`src/rtl/son3_accum_pkg.sv`:
```
// Shared defaults and width helpers for the SON3 output accumulator.
package son3_accum_pkg;

    localparam int DIN_W_DEF = 16;
    localparam int CFG_W_DEF = 4;

    // Sum width: a window of up to 2**cfg_w samples of din_w bits cannot overflow.
    function automatic int out_w(input int din_w, input int cfg_w);
        return din_w + cfg_w;
    endfunction

    // Level counter width: must be able to represent "depth" itself.
    function automatic int level_w(input int depth);
        return $clog2(depth) + 1;
    endfunction

endpackage

```
`src/rtl/son3_accum_fifo.sv`:
```
// Synchronous fall-through FIFO: the head entry is visible on head while not empty.
// The caller only asserts push when there is room (or a pop happens in the same cycle).
module son3_accum_fifo
    import son3_accum_pkg::*;
#(
    parameter  int W     = 20,
    parameter  int DEPTH = 4,
    localparam int AW    = $clog2(DEPTH),
    localparam int LW    = level_w(DEPTH)
) (
    input  logic          clk,
    input  logic          rst,
    input  logic          push,
    input  logic [W-1:0]  push_data,
    input  logic          pop,
    output logic [W-1:0]  head,
    output logic          full,
    output logic          empty,
    output logic [LW-1:0] level
);

    logic [W-1:0] mem [DEPTH];
    logic [AW:0]  wr_ptr;
    logic [AW:0]  rd_ptr;
    logic         do_pop;

    assign do_pop = pop && !empty;
    assign empty  = (wr_ptr == rd_ptr);
    assign full   = (wr_ptr[AW] != rd_ptr[AW]) && (wr_ptr[AW-1:0] == rd_ptr[AW-1:0]);
    assign level  = LW'(wr_ptr - rd_ptr);
    assign head   = empty ? '0 : mem[rd_ptr[AW-1:0]];

    // Pointer update; the extra MSB distinguishes full from empty.
    always_ff @(posedge clk) begin
        // NOTE: sequential state uses non-blocking assignments so every register samples pre-edge values.
        if (rst) begin
            wr_ptr <= '0;
            rd_ptr <= '0;
        end else begin
            if (push)   wr_ptr <= wr_ptr + 1'b1;
            if (do_pop) rd_ptr <= rd_ptr + 1'b1;
        end
    end

    // Storage write; when full with a simultaneous pop, the slot being vacated is reused.
    always_ff @(posedge clk) begin
        // NOTE: storage is not reset; empty masks stale contents, so no reset fan-out into the array is needed.
        if (push) mem[wr_ptr[AW-1:0]] <= push_data;
    end

endmodule

```
`src/rtl/son3_dout_accum.sv`:
```
// SON3 downstream accumulator: sums windows of cfg_of_accum+1 samples into an output FIFO.
// Optional build macro SON3_ACCUM_DROP_CNT_EN adds a saturating drop_cnt output.
module son3_dout_accum
    import son3_accum_pkg::*;
#(
    parameter  int DIN_W      = DIN_W_DEF,
    parameter  int CFG_W      = CFG_W_DEF,
    parameter  int FIFO_DEPTH = 4,
    localparam int OUT_W      = out_w(DIN_W, CFG_W),
    localparam int LW         = level_w(FIFO_DEPTH)
) (
    input  logic             clk,
    input  logic             rst,
    input  logic [CFG_W-1:0] cfg_of_accum,
    input  logic             clr,
    input  logic             din_valid,
    input  logic [DIN_W-1:0] dout_of_son3,
    output logic             dout_valid,
    input  logic             dout_ready,
    output logic [OUT_W-1:0] dout_of_accum,
    output logic [LW-1:0]    fifo_level,
    output logic             ovf
`ifdef SON3_ACCUM_DROP_CNT_EN
    ,
    output logic [15:0]      drop_cnt
`endif
);

    logic [OUT_W-1:0] acc;
    logic [CFG_W-1:0] cnt;
    logic [CFG_W-1:0] n_q;
    logic [OUT_W-1:0] din_ext;
    logic [OUT_W-1:0] push_sum;
    logic             push_req;
    logic             accept;
    logic             drop;
    logic             pop;
    logic             full;
    logic             empty;

    assign din_ext    = OUT_W'(dout_of_son3);
    assign dout_valid = !empty;
    assign pop        = dout_valid && dout_ready;
    assign accept     = push_req && (!full || pop);
    assign drop       = push_req && !accept;

    // Detect a completed window and form the sum to be pushed.
    always_comb begin
        // NOTE: defaults first so every path assigns every output and no latch is inferred.
        push_req = 1'b0;
        push_sum = acc + din_ext;
        if (!clr && din_valid) begin
            if (cnt == '0) begin
                if (cfg_of_accum == '0) begin
                    push_req = 1'b1;
                    push_sum = din_ext;
                end
            end else if (cnt == n_q) begin
                push_req = 1'b1;
            end
        end
    end

    // Window control: accumulate, count samples, latch window length at window start.
    always_ff @(posedge clk) begin
        if (rst) begin
            acc <= '0;
            cnt <= '0;
            n_q <= '0;
            ovf <= 1'b0;
        end else begin
            if (clr) begin
                acc <= '0;
                cnt <= '0;
            end else if (din_valid) begin
                if (cnt == '0) begin
                    acc <= din_ext;
                    n_q <= cfg_of_accum;
                    cnt <= (cfg_of_accum == '0) ? '0 : CFG_W'(1);
                end else if (cnt == n_q) begin
                    cnt <= '0;
                end else begin
                    acc <= acc + din_ext;
                    cnt <= cnt + CFG_W'(1);
                end
            end
            if (drop) ovf <= 1'b1;
        end
    end

`ifdef SON3_ACCUM_DROP_CNT_EN
    // Saturating count of window sums lost to a full FIFO.
    always_ff @(posedge clk) begin
        if (rst)                               drop_cnt <= '0;
        else if (drop && drop_cnt != 16'hFFFF) drop_cnt <= drop_cnt + 16'd1;
    end
`endif

    son3_accum_fifo #(
        .W     (OUT_W),
        .DEPTH (FIFO_DEPTH)
    ) u_fifo (
        .clk       (clk),
        .rst       (rst),
        .push      (accept),
        .push_data (push_sum),
        .pop       (pop),
        .head      (dout_of_accum),
        .full      (full),
        .empty     (empty),
        .level     (fifo_level)
    );

endmodule

```
`config.mk`:
```
export PLATFORM = sky130hd
export DESIGN_NAME = son3_dout_accum
export DESIGN_NICKNAME = d
export VERILOG_FILES = /design/src/rtl/son3_accum_pkg.sv /design/src/rtl/son3_accum_fifo.sv /design/src/rtl/son3_dout_accum.sv
export SDC_FILE = /design/constraint.sdc
export NUM_CORES = 1
export LEC_CHECK = 0
export CAP_MARGIN = 20
export CORE_ASPECT_RATIO = 0.8
export CORE_MARGIN = 2
export CORE_UTILIZATION = 40
export DETAILED_ROUTE_END_ITERATION = 12
export PLACE_DENSITY_LB_ADDON = 0.05
export SYNTH_ARGS = -nofsm -noshare
export SYNTH_HDL_FRONTEND = slang
export SYNTH_SLANG_ARGS = --single-unit
```
`constraint.sdc`:
```
create_clock -name clk -period 2.9 [get_ports clk]
set_input_delay 0.87 -clock clk [delete_from_list [all_inputs] [get_ports clk]]
set_output_delay 0.87 -clock clk [all_outputs]
set_load 0.05 [all_outputs]
```
Word-level counts from Yosys, hierarchy flattened

Memory sizes are Yosys's and may differ from the RTL's. A register that Yosys moved wholly into a read port is not among the register bits.
Cells that the tools add are included.

Multiplexer cells: 17
Eq/ne operators: 5
Reduce and logical (&&, ||, !) cells: 16
Bitwise gates (word level): 1
Add/sub/neg operators: 5

Operators by type and width:

| kind                  | count |
|---|---|
| $mux W20              | 6 |
| $add A20 B16 Y20      | 1 |
| $logic_not A4 Y1      | 2 |
| $mux W4               | 2 |
| $mux W1               | 7 |
| $add A3 B1 Y3 const B | 2 |
| $logic_and A1 B1 Y1   | 6 |
| $add A4 B1 Y4 const B | 1 |
| $eq A4 B4 Y1          | 1 |
| $logic_not A1 Y1      | 4 |
| $mux W2               | 2 |
| $eq A3 B3 Y1          | 1 |
| $reduce_and A3 Y1     | 1 |
| $sub A3 B3 Y3         | 1 |
| $eq A2 B2 Y1          | 1 |
| $ne A2 B2 Y1 const B  | 1 |
| $reduce_and A2 Y1     | 1 |
| $reduce_or A2 Y1      | 1 |
| $logic_or A1 B1 Y1    | 1 |
| $ne A1 B1 Y1          | 1 |
| $not A1 Y1            | 1 |

Output and inout port bits: 25
Bits in writable memories: 80
Bits in registers: 35
Bits of input ports: 25
Memories: 1

Memories:

| name       | depth | width | read ports | clocked after Yosys merged registers in | wr ports | RTL line              | source |
|---|---|---|---|---|---|---|---|
| u_fifo.mem | 4     | 20    | 1          | 1                                       | 1        | son3_accum_fifo.sv:22 | `logic [W-1:0] mem [DEPTH];` |

Logic depth before layout (Yosys ltp)

Depth in word-level cells: 7
Gate-level depth with buffers: 10
Gate-level depth less buffers: 9

Hierarchy

From an unflattened synthesis, not the netlist that was laid out.

Cell total of the unflattened synthesis: 515
Area, all modules: 5,970.7 µm²

Modules (own cells, without submodules):

| module          | area an instance (µm²) | cells each | instances | sequential area each (µm²) |
|---|---|---|---|---|
| son3_accum_fifo | 3,525.9                | 181        | 1         | 2,562.5 |
| son3_dout_accum | 2,444.8                | 334        | 1         | 580.6 |

Worst setup path after synthesis

OpenSTA, ideal clock, no wires.

Kind: input to register
Start: in cfg_of_accum[3]
End: mem u_fifo.mem[3][0], enable pin
Slack: -148 ps
Cell stages on the path: 4
Buffers on the path: 0
Arrival time: 2,669 ps
Data required time: 2,521 ps
Cell sequence: or4_1 > nand2b_1 > a211oi_2 > and2_1

Longest elaborated chain between the ends: 7

RTL lines:

| element                       | RTL line              | source |
|---|---|---|
| start, declared               | son3_dout_accum.sv:14 | `input logic [CFG_W-1:0] cfg_of_accum,` |
| $logic_not A4 Y1              | son3_dout_accum.sv:54 | `if (cfg_of_accum == '0) begin` |
| $mux W1                       | son3_dout_accum.sv:54 |  |
| $mux W1                       | son3_dout_accum.sv:53 | `if (cnt == '0) begin` |
| $mux W1                       | son3_dout_accum.sv:52 | `if (!clr && din_valid) begin` |
| $logic_and A1 B1 Y1           | son3_dout_accum.sv:44 | `assign accept = push_req && (!full \|\| pop);` |
| $mux W1                       | son3_accum_fifo.sv:48 | `if (push) mem[wr_ptr[AW-1:0]] <= push_data;` |
| $mux W1 (implied by the code) | son3_accum_fifo.sv:48 |  |
| end, declared                 | son3_accum_fifo.sv:22 |  |

Every way passes these cells.

Worst setup path after layout

Start: in dout_of_son3[12]
End: reg acc[19]

Longest elaborated chain between the ends: 3

RTL lines:

| element              | RTL line              | source |
|---|---|---|
| start, declared      | son3_dout_accum.sv:17 | `input logic [DIN_W-1:0] dout_of_son3,` |
| $add A20 B16 Y20     | son3_dout_accum.sv:83 | `acc <= acc + din_ext;` |
| $mux W20             | son3_dout_accum.sv:80 | `end else if (cnt == n_q) begin` |
| $mux W20             | son3_dout_accum.sv:76 | `if (cnt == '0) begin` |
| end signal, assigned | son3_dout_accum.sv:77 | `acc <= din_ext;` |
| end signal, assigned | son3_dout_accum.sv:83 |  |
| end, declared        | son3_dout_accum.sv:29 | `logic [OUT_W-1:0] acc;` |

Every way passes these cells. The select of a mux whose other input is x is not followed.
A chain may end at the register's enable or synchronous reset.

==> qor.csv <==
metric,value,unit
synthMuxAreaShare,10.3,%
h-tree-depth,4,
drv_slew,0,
first_iter_violations,260,
cts_tree,done,
period_share,97.7,%
max_freq,0.353,GHz
die_w,142,um
grt_max_degree,24,
synth_fp_nets,589,
cts-buffers-inserted,17,
start_util,40.8,%
synth-warning-count,0,
clk_pin_slew,60,ps
start_kind,input port,
slowest_stage,or4_1,
place.gp.congestion,0.898,
grt_usage,20.9,%
drtPass1Iterations,4,
fp.coreArea,15000,um2
whs,480,ps
synth_xor_area_share,2.43,%
setup_viol,0,
synthFlopType,edfxtp_1,
crit_arrival,3190,ps
grt_pass1_vias,4717,
setup.worst_path.end_class,flop,
fp.dieH,115,um
clock_path_buffers,2,
design_area,8400,um2
yosysTopAreaCell,edfxtp_1,
syn_avg_cell_area,11.4,um2
slowest_delay,490,ps
seq_area,3140,um2
drive_above_1_share,34.5,%
synth_compound_area_share,12.0,%
netlist_top_cells_area,"edfxtp_1 (39%), dfxtp_1 (12%), mux4_2 (7.3%)",
syn-cell-area,6130,um2
grt_overflow_total,0,
netlist_instances,537,
rsz0062_at_grt,false,
vias,4731,
synth-simple-area-share,15.3,%
dp_hpwl,10900,um
detail_route.wl_per_cell,18.2,um
synth_top_family_by_area,simple AND/OR/NAND/NOR gates,
leakage,3.17,nW
synth_seq_cells,117,
wl,16000,um
clock_latency,430,ps
port_buffers,49,
placed_cell_area,7570,um2
setup.worst_path.class,in -> reg,
clock-sinks,117,
period_needed,2830,ps
drt_drc_violations_left,0,
max_slew_margin,65.7,%
critPathBufInv,1,
vdd_drop_max,0.000425,V
rows,40,
fillers,1275,
multiInputGateArea,3110,um2
die-area,16300,um2
cts_root_buffer,clkbuf_16,
async_reset_ff_share,0,%
ff2ff_setup_slack,400,ps
finalPower,4.55,mW
viasPerCell,5.38,
num_antenna_cells,0,
grt_pass1_wl,25400,um
maxCapViolations,0,
worst_pin_slew,509,ps
area_growth,37.1,%
status,finished clean,
yosysSeqAreaShare,51.3,%
synth_edf_count,80,
drtAntennaViolNets,0,
pin_count,50,
synthAdderAreaFrac,5.76,%
critPathTopFamily,simple AND/OR/NAND/NOR gates,
yosys.area.top_type_share,39.2,%
hold_viol,0,
finalClockSkew,8.12,ps
synthDistinctLibCells,63,
crit_fanout,4,
nets,729,
cts_hold_buf,0,
crit_required,3250,ps
p_per_area,542,nW/um2
tns,0,ps
hold_class,reg -> reg,
path_cells,"clkdlybuf4s50_1, ha_4, nand2_1, or3_4, a211o_1, and3_4, or4_1, a31oi_1",
antenna_found_initial,1,
[registers in the layout, summed over array words and instances (netlist names), named ones only]
name	count
cnt	4
u_fifo.mem	80
u_fifo.rd_ptr	3
n_q	4
ovf	1
acc	20
u_fifo.wr_ptr	3
[final timing paths]
| kind | to | startpoint | depth (start not counted) |
|---|---|---|---|
| max | acc[19] | dout_of_son3[12] | 8 |
| min | ovf | ovf | 2 |
| max reg2reg | u_fifo.mem[3][15] | cnt[0] | 10 |
| min reg2reg | ovf | ovf | 2 |
[where the power goes]
group / total, mW / internal (mW) / switching, mW / leakage (nW)
Clock: 1.99 / 1.18 / 0.812 / 0.267
Combinational: 0.711 / 0.320 / 0.390 / 1.89
Sequential: 1.85 / 1.83 / 0.0161 / 1.01
[logic make-up after synthesis]
group / Yosys count
AO/OA/AOI/OAI: 113
buffers and inverters: 43
XOR/XNOR: 17
multiplexers: 37
adder cells (fa/ha/maj): 27
AND/OR/NAND/NOR: 183
flip-flops: 117
[tightest hold or removal path, delay by kind of cell, from the launching register on]
kind	cells	cell delay (ps)
compound gates	1	40
simple gates	1	80
flops	1	320
[layout make-up]
type	instances	share of cell area, %
inverter	16	0.715
timing repair buffer	148	15.4
multi-input combinational	377	37.0
tap	189	2.81
sequential	117	37.4
clock inverter	14	1.53
clock buffer	18	5.11
[cell usage in the layout, fill, tap and decap left out, drive strengths merged, types with 3 or more instances in the layout]
cell and count:
a31oi 8, nand2b 3, clkinv 7, mux2 8
o211a 3, o211ai 3, mux2i 9, and3 6
inv 19, xnor2 11, a211oi 7, a21o 4
nand2 51, dlygate4sd2 12, ha 25, a21oi 34
mux4 20, xor2 6, nor2 35, nor4b 3
nor3 11, clkbuf 19, or4 5, clkinvlp 3
a311oi 6, nand3 20, dfxtp 37, or3 6
buf 123, edfxtp 80, clkdlybuf4s50 11, and2 28
nand4 3, o31ai 6, o21ai 27
[stage by stage]
stage	utilization, %	setup WS [ps]	instances
global placement	50.4	-745	845
finish	56.0	68.0	879
floorplan	-	8.24	537
detailed placement	50.4	-792	845
global route	56.0	8.52	879
CTS	55.5	-29.1	878
[Yosys cell counts, types with 2 or more instances]
cell type,count
and2_1,28
clkbuf_1,18
buf_4,4
a21oi_1,34
nor3_1,11
or3_1,4
o21a_1,2
xnor2_1,11
inv_1,16
nand2b_1,3
a211o_1,2
dfxtp_1,37
nand3_1,20
mux2_2,8
and4_1,2
xor2_1,6
a211oi_1,6
nor2_1,35
nand4_1,3
o211a_1,3
nor4b_1,3
o21ai_0,26
o31ai_1,6
nand2_1,50
or2_2,2
edfxtp_1,80
o211ai_1,3
mux4_2,20
mux2i_1,9
ha_1,25
or4_1,5
or3_2,2
buf_2,4
a21o_1,4
a31oi_1,8
a311oi_1,6
fa_1,2
and3_1,4
[layer usage]
metal / wire, um / global-route usage, % / up-vias
met5: 13 / 0 / -
met4: 400 / 8.51 / 2
met3: 802 / 4.85 / 24
met2: 6950 / 31.4 / 118
met1: 7800 / 29.6 / 2276
li1: - / - / 2311
[what timing repair did]
action / in CTS / in global routing
buffers inserted: 1 / 1
setup endpoints to repair: 81 / 75
resized for setup: 41 / 22
hold endpoints to repair: 0 / 0
pin swaps: 13 / 5
(Power assumes the default switching activity.)
